--- config.mk ---
export PLATFORM = sky130hd
export DESIGN_NAME = m4_video_capture
export DESIGN_NICKNAME = d
export VERILOG_FILES = /design/src/rtl/m4vga_pkg.sv /design/src/rtl/sync_edge_det.sv /design/src/rtl/m4_video_capture.sv
export SDC_FILE = /design/constraint.sdc
export NUM_CORES = 1
export LEC_CHECK = 0
export BUFFER_PORTS_ARGS = -buffer_cell sky130_fd_sc_hd__buf_2
export CORE_ASPECT_RATIO = 0.9
export CORE_UTILIZATION = 32
export CTS_BUF_LIST = sky130_fd_sc_hd__clkbuf_16
export DETAILED_ROUTE_END_ITERATION = 7
export PLACE_DENSITY = 0.47
export RECOVER_POWER = 100
export SYNTH_ARGS = -nofsm -noshare
export SYNTH_HDL_FRONTEND = slang
export SYNTH_SLANG_ARGS = --single-unit
--- constraint.sdc ---
create_clock -name i_clk -period 4.3 [get_ports i_clk]
set_input_delay 0 -clock i_clk [delete_from_list [all_inputs] [get_ports i_clk]]
set_output_delay 0 -clock i_clk [all_outputs]
set_load 0.01 [all_outputs]
--- src/rtl/m4vga_pkg.sv ---
// Shared frame-buffer definitions for the Model 4 capture and VGA output stages.
package m4vga_pkg;

  localparam int ADDR_W = 18;
  typedef logic [ADDR_W-1:0] ram_addr_t;

  localparam int M4_LINE_STRIDE = 800;
  localparam int M4_ACTIVE_W    = 640;
  localparam int M4_ACTIVE_H    = 240;

  typedef enum logic [2:0] {
    ST_IDLE     = 3'd0,
    ST_VSKIP    = 3'd1,
    ST_HSKIP    = 3'd2,
    ST_CAPTURE  = 3'd3,
    ST_LINEWAIT = 3'd4
  } cap_state_t;

endpackage

--- src/rtl/sync_edge_det.sv ---
// Two-flop synchronizer with polarity normalisation; level and leading-edge
// pulse share the same three-clock latency so video stays aligned with the syncs.
module sync_edge_det #(
  parameter bit POL = 1'b0
) (
  input  logic clk,
  input  logic rst_n,
  input  logic din,
  output logic level,
  output logic lead_edge
);

  logic [1:0] sync_r;
  logic       lvl_s;
  logic       prev_r;
  logic       edge_r;

  // Stages reset to the inactive level so release from reset never fakes an edge.
  assign lvl_s = POL ? sync_r[1] : ~sync_r[1];

  // Synchronizer, delayed level and leading-edge register.
  always_ff @(posedge clk or negedge rst_n) begin
    if (!rst_n) begin
      sync_r <= {2{~POL}};
      prev_r <= 1'b0;
      edge_r <= 1'b0;
    end else begin
      sync_r <= {sync_r[0], din};
      prev_r <= lvl_s;
      edge_r <= lvl_s & ~prev_r;
    end
  end

  assign level     = prev_r;
  assign lead_edge = edge_r;

endmodule

--- src/rtl/m4_video_capture.sv ---
// Captures the Model 4 dot stream into the frame RAM write port, placing source
// line N, dot D at N*LINE_STRIDE + D, and reports frame completion and lock.
module m4_video_capture
  import m4vga_pkg::*;
#(
  parameter int DOT_DIV      = 2,
  parameter int SAMPLE_PHASE = 1,
  parameter int H_OFFSET     = 96,
  parameter int V_OFFSET     = 24,
  parameter int ACTIVE_W     = M4_ACTIVE_W,
  parameter int ACTIVE_H     = M4_ACTIVE_H,
  parameter int LINE_STRIDE  = M4_LINE_STRIDE,
  parameter bit SYNC_POL     = 1'b0,
  parameter int VS_TIMEOUT   = 2_000_000
) (
  input  logic      i_clk,
  input  logic      i_rst_n,
  input  logic      i_m4_video,
  input  logic      i_m4_hsync,
  input  logic      i_m4_vsync,
  output ram_addr_t o_waddr,
  output logic      o_wdata,
  output logic      o_we,
  output logic      o_frame_done,
  output logic      o_locked
);

  localparam int TO_W = (VS_TIMEOUT > 1) ? $clog2(VS_TIMEOUT) : 1;
  localparam logic [3:0]      PH_LAST   = 4'(DOT_DIV - 1);
  localparam logic [3:0]      PH_SAMPLE = 4'(SAMPLE_PHASE);
  localparam logic [15:0]     V_LAST    = 16'(V_OFFSET - 1);
  localparam logic [15:0]     H_LAST    = 16'(H_OFFSET - 1);
  localparam logic [15:0]     W_LAST    = 16'(ACTIVE_W - 1);
  localparam logic [15:0]     LINE_LAST = 16'(ACTIVE_H - 1);
  localparam logic [TO_W-1:0] TO_LAST   = TO_W'(VS_TIMEOUT - 1);
  localparam ram_addr_t       STRIDE    = ram_addr_t'(LINE_STRIDE);

  logic       vid_s, hs_edge_s, vs_edge_s;
  logic       vid_edge_unused, hs_level_unused, vs_level_unused;
  cap_state_t state_r;
  logic [3:0] phase_r;
  logic [15:0] cnt_r, line_r;
  ram_addr_t  base_r, waddr_r;
  logic       wdata_r, we_r, frame_done_r, locked_r, done_pend_r;
  logic [TO_W-1:0] to_cnt_r;

  sync_edge_det #(.POL(1'b1)) u_vid (
    .clk(i_clk), .rst_n(i_rst_n), .din(i_m4_video),
    .level(vid_s), .lead_edge(vid_edge_unused)
  );

  sync_edge_det #(.POL(SYNC_POL)) u_hs (
    .clk(i_clk), .rst_n(i_rst_n), .din(i_m4_hsync),
    .level(hs_level_unused), .lead_edge(hs_edge_s)
  );

  sync_edge_det #(.POL(SYNC_POL)) u_vs (
    .clk(i_clk), .rst_n(i_rst_n), .din(i_m4_vsync),
    .level(vs_level_unused), .lead_edge(vs_edge_s)
  );

  // Capture sequencer: frame/line tracking, pixel writes, frame-done and lock.
  always_ff @(posedge i_clk or negedge i_rst_n) begin
    if (!i_rst_n) begin
      state_r      <= ST_IDLE;
      phase_r      <= 4'd0;
      cnt_r        <= 16'd0;
      line_r       <= 16'd0;
      base_r       <= '0;
      waddr_r      <= '0;
      wdata_r      <= 1'b0;
      we_r         <= 1'b0;
      frame_done_r <= 1'b0;
      done_pend_r  <= 1'b0;
      locked_r     <= 1'b0;
      to_cnt_r     <= '0;
    end else begin
      we_r         <= 1'b0;
      done_pend_r  <= 1'b0;
      frame_done_r <= done_pend_r;
      phase_r      <= (phase_r == PH_LAST) ? 4'd0 : phase_r + 4'd1;
      if (done_pend_r) begin
        locked_r <= 1'b1;
      end
      // Counter value k means k clocks since the clock that saw the vsync edge.
      if (vs_edge_s) begin
        to_cnt_r <= TO_W'(1);
      end else if (to_cnt_r != TO_LAST) begin
        to_cnt_r <= to_cnt_r + TO_W'(1);
      end

      if (vs_edge_s) begin
        state_r <= ST_VSKIP;
        cnt_r   <= 16'd0;
        line_r  <= 16'd0;
        base_r  <= '0;
        if (state_r != ST_IDLE) begin
          locked_r <= 1'b0;
        end
      end else if (hs_edge_s && (state_r == ST_CAPTURE || state_r == ST_LINEWAIT)) begin
        // Line may end early; unwritten dots keep their old RAM contents.
        if (line_r == LINE_LAST) begin
          state_r     <= ST_IDLE;
          done_pend_r <= 1'b1;
        end else begin
          state_r <= ST_HSKIP;
          line_r  <= line_r + 16'd1;
          base_r  <= base_r + STRIDE;
          cnt_r   <= 16'd0;
          phase_r <= 4'd1;
        end
      end else begin
        case (state_r)
          ST_IDLE: state_r <= ST_IDLE;
          ST_VSKIP: begin
            if (hs_edge_s) begin
              if (cnt_r == V_LAST) begin
                state_r <= ST_HSKIP;
                cnt_r   <= 16'd0;
                phase_r <= 4'd1;
              end else begin
                cnt_r <= cnt_r + 16'd1;
              end
            end
          end
          ST_HSKIP: begin
            if (phase_r == PH_LAST) begin
              if (cnt_r == H_LAST) begin
                state_r <= ST_CAPTURE;
                cnt_r   <= 16'd0;
              end else begin
                cnt_r <= cnt_r + 16'd1;
              end
            end
          end
          ST_CAPTURE: begin
            if (phase_r == PH_SAMPLE) begin
              we_r    <= 1'b1;
              wdata_r <= vid_s;
              waddr_r <= base_r + ram_addr_t'(cnt_r);
              if (cnt_r == W_LAST) begin
                if (line_r == LINE_LAST) begin
                  state_r     <= ST_IDLE;
                  done_pend_r <= 1'b1;
                end else begin
                  state_r <= ST_LINEWAIT;
                end
              end else begin
                cnt_r <= cnt_r + 16'd1;
              end
            end
          end
          ST_LINEWAIT: state_r <= ST_LINEWAIT;
          default:     state_r <= ST_IDLE;
        endcase
      end

      if (to_cnt_r == TO_LAST) begin
        locked_r <= 1'b0;
      end
    end
  end

  assign o_waddr      = waddr_r;
  assign o_wdata      = wdata_r;
  assign o_we         = we_r;
  assign o_frame_done = frame_done_r;
  assign o_locked     = locked_r;

endmodule
# Word level (Yosys, flattened, before mapping)
# Cells that the tools add are included.
# word_totals
regBits	112
out_inout_bits	22
# classes
bitwise_logic	8
reduce_logical	10
n_addsub	6
eq_ne	20
n_mux	50
# ops
operator	count
two-way mux 16 bit	12
two-way mux 18 bit	3
one-hot mux 16 bit (3 select lines)	1
two-way mux 21 bit	2
adder 16 x 1 -> 16 bit, second input constant	2
two-way mux 4 bit	7
two-way mux 3 bit	9
adder 21 x 1 -> 21 bit, second input constant	1
== test 21 bit, second input constant	1
inequality test 21 bit, second input constant	1
adder 18 x 10 -> 18 bit, second input constant	1
adder 18 x 16 -> 18 bit	1
== test 16 x 10 -> 1 bit, second input constant	1
== test 16 x 5 -> 1 bit, second input constant	1
== test 16 x 7 -> 1 bit, second input constant	1
== test 16 x 8 -> 1 bit, second input constant	1
inequality test 4 x 3 -> 1 bit, second input constant	4
two-way mux 1 bit	14
one-hot mux 3 bit (4 select lines)	1
AND reduction 6 bit	2
inequality test 4 x 1 -> 1 bit, second input constant	2
== test 3 x 2 -> 1 bit, second input constant	2
NOT 1 bit	6
nonzero test 5 bit	1
15 further kinds	17

# Logic depth before layout (Yosys ltp)
# Gate-level depths: netlist (run 1).
# logic_depth
ltp_word	7
mapped_depth	9

# Cells and area by module
# From an unflattened synthesis (run 1), not the netlist that was laid out.
# hier_totals
cells_unflattened	564
hier_area_um2	5491.5
# modules_own_cells
mod	n_inst	area_per_inst_um2	cells_per_inst
m4_video_capture	1	5157.4	547
sync_edge_det at u_hs ...	2	110.1	6
sync_edge_det at u_vid	1	113.9	5

# Worst setup path before layout (run 1)
# OpenSTA, ideal clock, no wires.
# synth_timing
path_type	register -> register
startpoint	reg cnt_r[6]
endpoint	reg waddr_r[14], in the netlist o_waddr[14]
setup_slack_ns	2.262
required_ns	4.163
path_stages_with_launch	8
arrival_time_ns	1.901
period_less_slack_ns	2.038
setup_time_ns	0.137
cell_sequence	dfrtp_1 -> ha_1 -> a211oi_1 -> o21ai_0 -> a31oi_1 -> o21ai_0 -> xnor2_1 -> o21ai_0
# synth_via
elab_chain_len	1
# synth_rtl
element	line	rtl
start, declared	m4_video_capture.sv:42	logic [15:0] cnt_r, line_r;
start signal, assigned	m4_video_capture.sv:122	cnt_r <= cnt_r + 16'd1;
start signal, assigned	m4_video_capture.sv:132	cnt_r <= cnt_r + 16'd1;
start signal, assigned	m4_video_capture.sv:149	cnt_r <= cnt_r + 16'd1;
adder 18 x 16 -> 18 bit	m4_video_capture.sv:140	waddr_r <= base_r + ram_addr_t'(cnt_r);
end signal, assigned	m4_video_capture.sv:140	
end, declared	m4_video_capture.sv:43	ram_addr_t base_r, waddr_r;
# Every way passes these cells.
# A chain may end at the register's enable or synchronous reset.

# Worst setup path after layout (run 1)
# layout_timing
startpoint	reg cnt_r[12]
endpoint	reg cnt_r[2]
# layout_via
elab_chain_len	6
word_cells_on_any_way	12
# layout_rtl
element	line	rtl
== test 16 x 7 -> 1 bit or == test 16 x 5 -> 1 bit (tied branches)	m4_video_capture.sv:128, m4_video_capture.sv:117	
two-way mux 16 bit (on tied branches)	m4_video_capture.sv:128, m4_video_capture.sv:117	
two-way mux 16 bit (on tied branches)	m4_video_capture.sv:127, m4_video_capture.sv:116	
one-hot mux 16 bit (3 select lines)	m4_video_capture.sv:113	case (state_r)
two-way mux 16 bit	m4_video_capture.sv:100	end else if (hs_edge_s && (state_r == ST_CAPTURE || state_r == ST_LINEWAIT)) begin
two-way mux 16 bit	m4_video_capture.sv:92	if (vs_edge_s) begin
# Several ways; a longest one is shown, not always the timed one. The select of a mux whose other input is x is not followed.

==> results of run 1 <==
-- kinds of logic after synthesis --
| family | count (synthesis) |
|---|---|
| AO/OA/AOI/OAI | 106 |
| XOR/XNOR | 49 |
| adder cells (fa/ha/maj) | 15 |
| buffers and inverters | 44 |
| flip-flops | 107 |
| multiplexers | 8 |
| AND/OR/NAND/NOR | 241 |
-- registers in the layout, summed over array words and instances (netlist names), 2 cells and up --
register / cells
cnt_r: 16
base_r: 13
to_cnt_r: 21
u_hs.sync_r: 2
state_r: 3
line_r: 16
u_vs.sync_r: 2
phase_r: 4
u_vid.sync_r: 2
o_waddr: 18
-- final cells by class --
| type | count | area, µm² |
|---|---|---|
| clock buffer | 9 | 225 |
| multi-input combinational | 419 | 2670 |
| fill | 1723 | 10900 |
| clock inverter | 7 | 36.3 |
| tap | 235 | 294 |
| sequential | 107 | 2680 |
| timing repair buffer | 32 | 151 |
| inverter | 22 | 82.6 |
-- cell usage in the layout, fill, tap and decap left out, types with 4 or more instances in the layout --
cell           synthesis  final
o22ai_1                0      9
nand3_1               27     27
nand2_1               58     58
o31ai_1                7      7
mux2_2                 6      6
ha_1                  15     15
dfrtp_1              103    103
a21oi_2               10      9
nor2_1                53     53
xnor2_1               18     18
and4_1                 6      6
nor4_1                 3      4
a21oi_1               22     23
a31oi_1                4      4
nor3_1                10     10
inv_1                 22     24
clkbuf_1              11     23
and3_1                11     11
or3_1                 10     10
nand2b_1               8      8
dlygate4sd3_1          0      4
clkbuf_16              0      9
nand4_1               24     24
xor2_1                31     31
o21ai_0               37     38
o21bai_1               4      4
-- synth_stat cells (4+ instances only) --
cell type and n:
o21bai_1 4, mux2_2 6, ha_1 15, o21ai_0 37, nand2_1 58, and3_1 11, a21oi_1 22, dfstp_2 4
nand2b_1 8, nand3_1 27, xor2_1 31, nor3_1 10, xnor2_1 18, nand4_1 24, nor2_1 53, clkbuf_1 11
nor4_2 4, dfrtp_1 103, buf_2 4, inv_1 22, and4_1 6, o31ai_1 7, a31oi_1 4, o22ai_2 10
a21oi_2 10, or3_1 10
-- metal layers --
layer,share of wire,wire (µm)
met1,0.53,6250
met2,0.44,5180
met3,0.026,307
met4,0.013,158
met5,0,0
-- power by group --
part           switching, W  internal [W]
clock network      0.000374      0.000386
registers          0.000125       0.00109
logic              0.000319      0.000201
total              0.000818       0.00168
-- per-stage QoR --
step | utilization | hold WS (ps) | setup slack (ps) | total power, W
2_1_floorplan | - | -296 | 2260 | 0.00167
3_3_place_gp | 0.349 | 109 | 1600 | 0.00177
3_5_place_dp | 0.349 | 108 | 1490 | 0.00178
4_1_cts | 0.367 | 286 | 1480 | 0.00257
5_1_grt | 0.360 | 301 | 1020 | 0.00265
6_report | 0.360 | 294 | 1310 | 0.00250
-- worst max-delay path by stage --
| stage | endpoint | slack, ps | depth (start not counted) |
|---|---|---|---|
| floorplan | o_waddr[14] | 2260 | 7 |
| global placement | cnt_r[2] | 1600 | 6 |
| detailed placement | cnt_r[2] | 1490 | 7 |
| CTS | cnt_r[2] | 1480 | 7 |
| global route | cnt_r[0] | 1020 | 6 |
| finish | cnt_r[2] | 1310 | 6 |
-- critical path: cells and delay by family (launching register included) --
family	cells	cell delay (ps)
flip-flops	1	440
buffers and inverters	1	140
AO/OA/AOI/OAI	2	920
AND/OR/NAND/NOR	3	1350
==> reports/results.ini, run 1 <==
[outcome]
status=finished, violations left
violations=max-capacitance violations, max-slew violations

[critical_path]
path_class=reg -> reg
crit_path_end_kind=register
reg2reg_slack_ps=1310
cp_cell_sequence=nor4_1, nand4_1, inv_1, a311o_1, nand2b_4, o21ai_0
r2r_start=cnt_r[12]
ff2ff_path_depth=6
required_ps=4530
r2r_end=cnt_r[2]
worst_path_largest_cell_delay_ps=800
arrival_ps=3210
crit_start=cnt_r[12]
crit_fanout=18
start_kind=register
cp_slowest_cell=a311o_1

[synthesis]
synth_top_area_cell=dfrtp_1
synth_area_leaders=dfrtp_1 (46%), xor2_1 (4.8%), nand2_1 (3.9%), nor2_1 (3.5%), ha_1 (3.3%)
yosys.area.top_type_share=0.458
synth_edf_count=0
async_flop_share=1.00
ys_ff_latch=107
synth-simple-area-share=0.233
synth-compound-area-share=0.129
ys_seq_area_frac=0.476
netlist_instances=570
synthDistinctLibCells=61
synthFlopType=dfrtp_1
netlist_area_um2=5630
synthXorXnorAreaFrac=0.0762
synthMuxAreaShare=0.0156
synthAdderAreaFrac=0.0333
syn_nets=590
yosysWarnings=0
synth.avg_cell_area_um2=9.88
synth_top_family_by_area=simple AND/OR/NAND/NOR gates

[timing]
worst_pin_slew_ps=1760
period_share=0.694
finalSetupViolCount=0
min_period_ps=2990
maxSlewHeadroom=-0.171
fin_worst_skew_ps=11.0
fmax_mhz=335
finalHoldViolCount=0
tns_ps=0
rsz0062_at_grt=no
drv_slew=110

[detailed_routing]
antenna_left=0
vias=4103
post-route-drc-count=0
wl_per_cell_um=14.3
first_iter_violations=194
totalWireLength_um=11900
via_per_inst=4.94
drt_pre_antenna_iters=4

[place]
port_buffers=26
gp_congestion=0.764
place_hpwl_um=8310
placed_cells=811
placed_cell_area_um2=5950

[pwr]
leakage_nw=2.63
powerDensity_nw_per_um2=407
vdd_ir_drop_max_uv=243

[clock_network]
cts_buffers=9
clk_latency_ps=350
cts_hold_buf=4
ctsLongestPathBuffers=2
clk_pin_slew_ps=70
cts_max_level=3
cts_setup_buffers=0
cts_resized=0
cts_sinks=107
root_buffer=clkbuf_16
cts_tree=done

[layout]
fin_nets=611
final_cells=831
design_area_um2=6140
n_antenna_cell=0
area_growth_pct=9.09
drive_above_1_share=0.0805

[die]
start_util=0.330
die_w_um=142
dieArea_um2=18100
fp.coreArea_um2=17100
dieHeight_um=128
rows=45
num_io_pins=27

[run]
maxCapViolations=2

[worst_hold_path]
worstHoldStart=i_m4_hsync
hold_depth=2
hold_path_class=in -> reg
min_to=u_hs.sync_r[0]

[global_routing]
antenna_found_initial=0
use_met3=0.0303
grt.overflow.total=0
met1_usage=0.202
grt_pass1_wl_um=20500
grt.busiest_layer=met2
grt.total_usage=0.143
grt_pass1_vias=4070
grt_max_degree=69
grtUsageMet2=0.218

(Power assumes the default switching activity.)
==> run 2: changes to the inputs <==
PLACE_DENSITY = 0.49   (was 0.47)
clock period = 2.7 ns   (was 4.3 ns; I/O delays follow)
==> reports/results.ini, run 2 (same netlist as run 1, synthesis figures left out) <==
[outcome]
status=finished clean

[critical_path]
start_kind=register
required_ps=2930  ; -1600 ps
cp_cell_sequence=ha_1, nor4bb_1, nand4_1, nor2_1, nor3_4, buf_4, a21oi_1, o22ai_2
crit_fanout=7  ; -11
r2r_end=cnt_r[14]
r2r_start=cnt_r[0]
crit_buf_inv=1  ; unchanged
worst_path_largest_cell_delay_ps=410  ; -390 ps
path_class=reg -> reg
ff2ff_path_depth=8  ; +2
reg2reg_slack_ps=300  ; -1010 ps
arrival_ps=2630  ; -580 ps
crit_family=simple AND/OR/NAND/NOR gates
crit_path_end_kind=register
cp_slowest_cell=dfrtp_1

[global_routing]
antenna_found_initial=0  ; unchanged
grt.total_usage=0.140  ; -0.00333
grt.overflow.total=0  ; unchanged
grt_pass1_vias=3963  ; -2.6%
grt_pass1_wl_um=19800  ; -3.7%
grt_max_degree=56  ; -19%

[die]
start_util=0.330  ; unchanged
dieHeight_um=128  ; unchanged
die_w_um=142  ; unchanged
fp.coreArea_um2=17100  ; unchanged
num_io_pins=27  ; unchanged
dieArea_um2=18100  ; unchanged
rows=45  ; unchanged

[timing]
fin_worst_skew_ps=10.6  ; -0.417 ps
worst_pin_slew_ps=1270  ; -482 ps
drv_slew=0  ; -100%
min_period_ps=2400  ; -591 ps
period_share=0.887  ; +0.193
finalSetupViolCount=0  ; unchanged
tns_ps=0  ; unchanged
fmax_mhz=418  ; +25%
maxSlewHeadroom=0.150  ; +0.321
finalHoldViolCount=0  ; unchanged
rsz0062_at_grt=no

[layout]
final_cell_mix=dfrtp_1 (102), nand2_1 (58), nor2_1 (53)
final_common_cell=dfrtp_1
final_cells=839  ; +0.96%
largest_reg_flops=21  ; unchanged
top_register=to_cnt_r
fin_nets=619  ; +1.3%
area_growth_pct=11.0
drive_above_1_share=0.0944  ; +0.0138
n_antenna_cell=0  ; unchanged
design_area_um2=6250  ; +1.7%
fin_util=0.366  ; +0.00616

[clock_network]
cts_max_level=3  ; unchanged
clk_pin_slew_ps=70  ; about the same
cts_buffers=9  ; unchanged
cts_hold_buf=4  ; unchanged
cts_resized=0  ; unchanged
clk_latency_ps=360  ; about the same
cts_setup_buffers=0  ; unchanged
cts_tree=done
cts_sinks=107  ; unchanged
root_buffer=clkbuf_16
ctsLongestPathBuffers=2  ; unchanged

[run]
maxCapViolations=0  ; -2

[pwr]
leakage_nw=2.65  ; +0.99%
vdd_ir_drop_max_uv=348  ; +44%
powerDensity_nw_per_um2=656  ; +61%
total_power_w=0.00410  ; +64%

[place]
place_hpwl_um=8200  ; -1.3%
placed_cells=819  ; +0.99%
port_buffers=26  ; unchanged
placed_cell_area_um2=6010  ; +1.0%
gp_congestion=0.823  ; +7.8%

[worst_hold_path]
hold_path_class=in -> reg
hold_depth=2  ; unchanged
min_to=u_vs.sync_r[0]
worstHoldStart=i_m4_vsync

[detailed_routing]
antenna_left=0  ; unchanged
drt_pre_antenna_iters=4  ; unchanged
via_per_inst=4.97  ; +0.62%
post-route-drc-count=0  ; unchanged
vias=4168  ; +1.6%
totalWireLength_um=11700  ; -1.7%
wl_per_cell_um=13.9  ; -2.6%
first_iter_violations=274  ; +41%

run 2: worst max path at each step:
| stage | endpoint | cells past startpoint | startpoint |
|---|---|---|---|
| CTS | cnt_r[15] | 8 | cnt_r[0] |
| finish | cnt_r[14] | 8 | cnt_r[0] |
| floorplan | o_waddr[14] | 7 | cnt_r[6] |
| detailed placement | cnt_r[15] | 8 | cnt_r[0] |
| global placement | cnt_r[13] | 8 | cnt_r[0] |
| global route | cnt_r[14] | 8 | cnt_r[0] |
run 2: final cells by class:
cell class / count / area (µm²)
fill: 1730 / 10800
multi-input combinational: 419 / 2700
sequential: 107 / 2680
tap: 235 / 294
clock buffer: 9 / 225
timing repair buffer: 40 / 199
inverter: 22 / 82.6
clock inverter: 7 / 62.6
run 2: power breakdown:
group	switching (W)	total [W]	internal, W
registers	0.000190	0.00193	0.00174
clock network	0.000597	0.00131	0.000710
logic	0.000517	0.000862	0.000345
run 2: worst register-to-register path: cells and delay by family, from the launching register on:
| kind | cells | cell delay [ps] |
|---|---|---|
| adders and majority gates | 1 | 300 |
| DFF | 1 | 410 |
| buffers and inverters | 1 | 190 |
| and+or+nand+nor | 4 | 1120 |
| AOI/OAI and AO/OA | 2 | 250 |
run 2: metrics by stage:
stage	hold slack (ps)	setup WS, ps
floorplan	-296	662
global placement	67.1	352
global route	270	62.9
CTS	220	325
finish	279	305
detailed placement	70.0	327
run 2: metal layers:
metal,GRT usage,part of all wire,routed length [µm]
met1,0.193,0.51,5970
met4,0.0417,0.012,142
met5,0,0,0
met2,0.213,0.45,5210
met3,0.0370,0.032,377
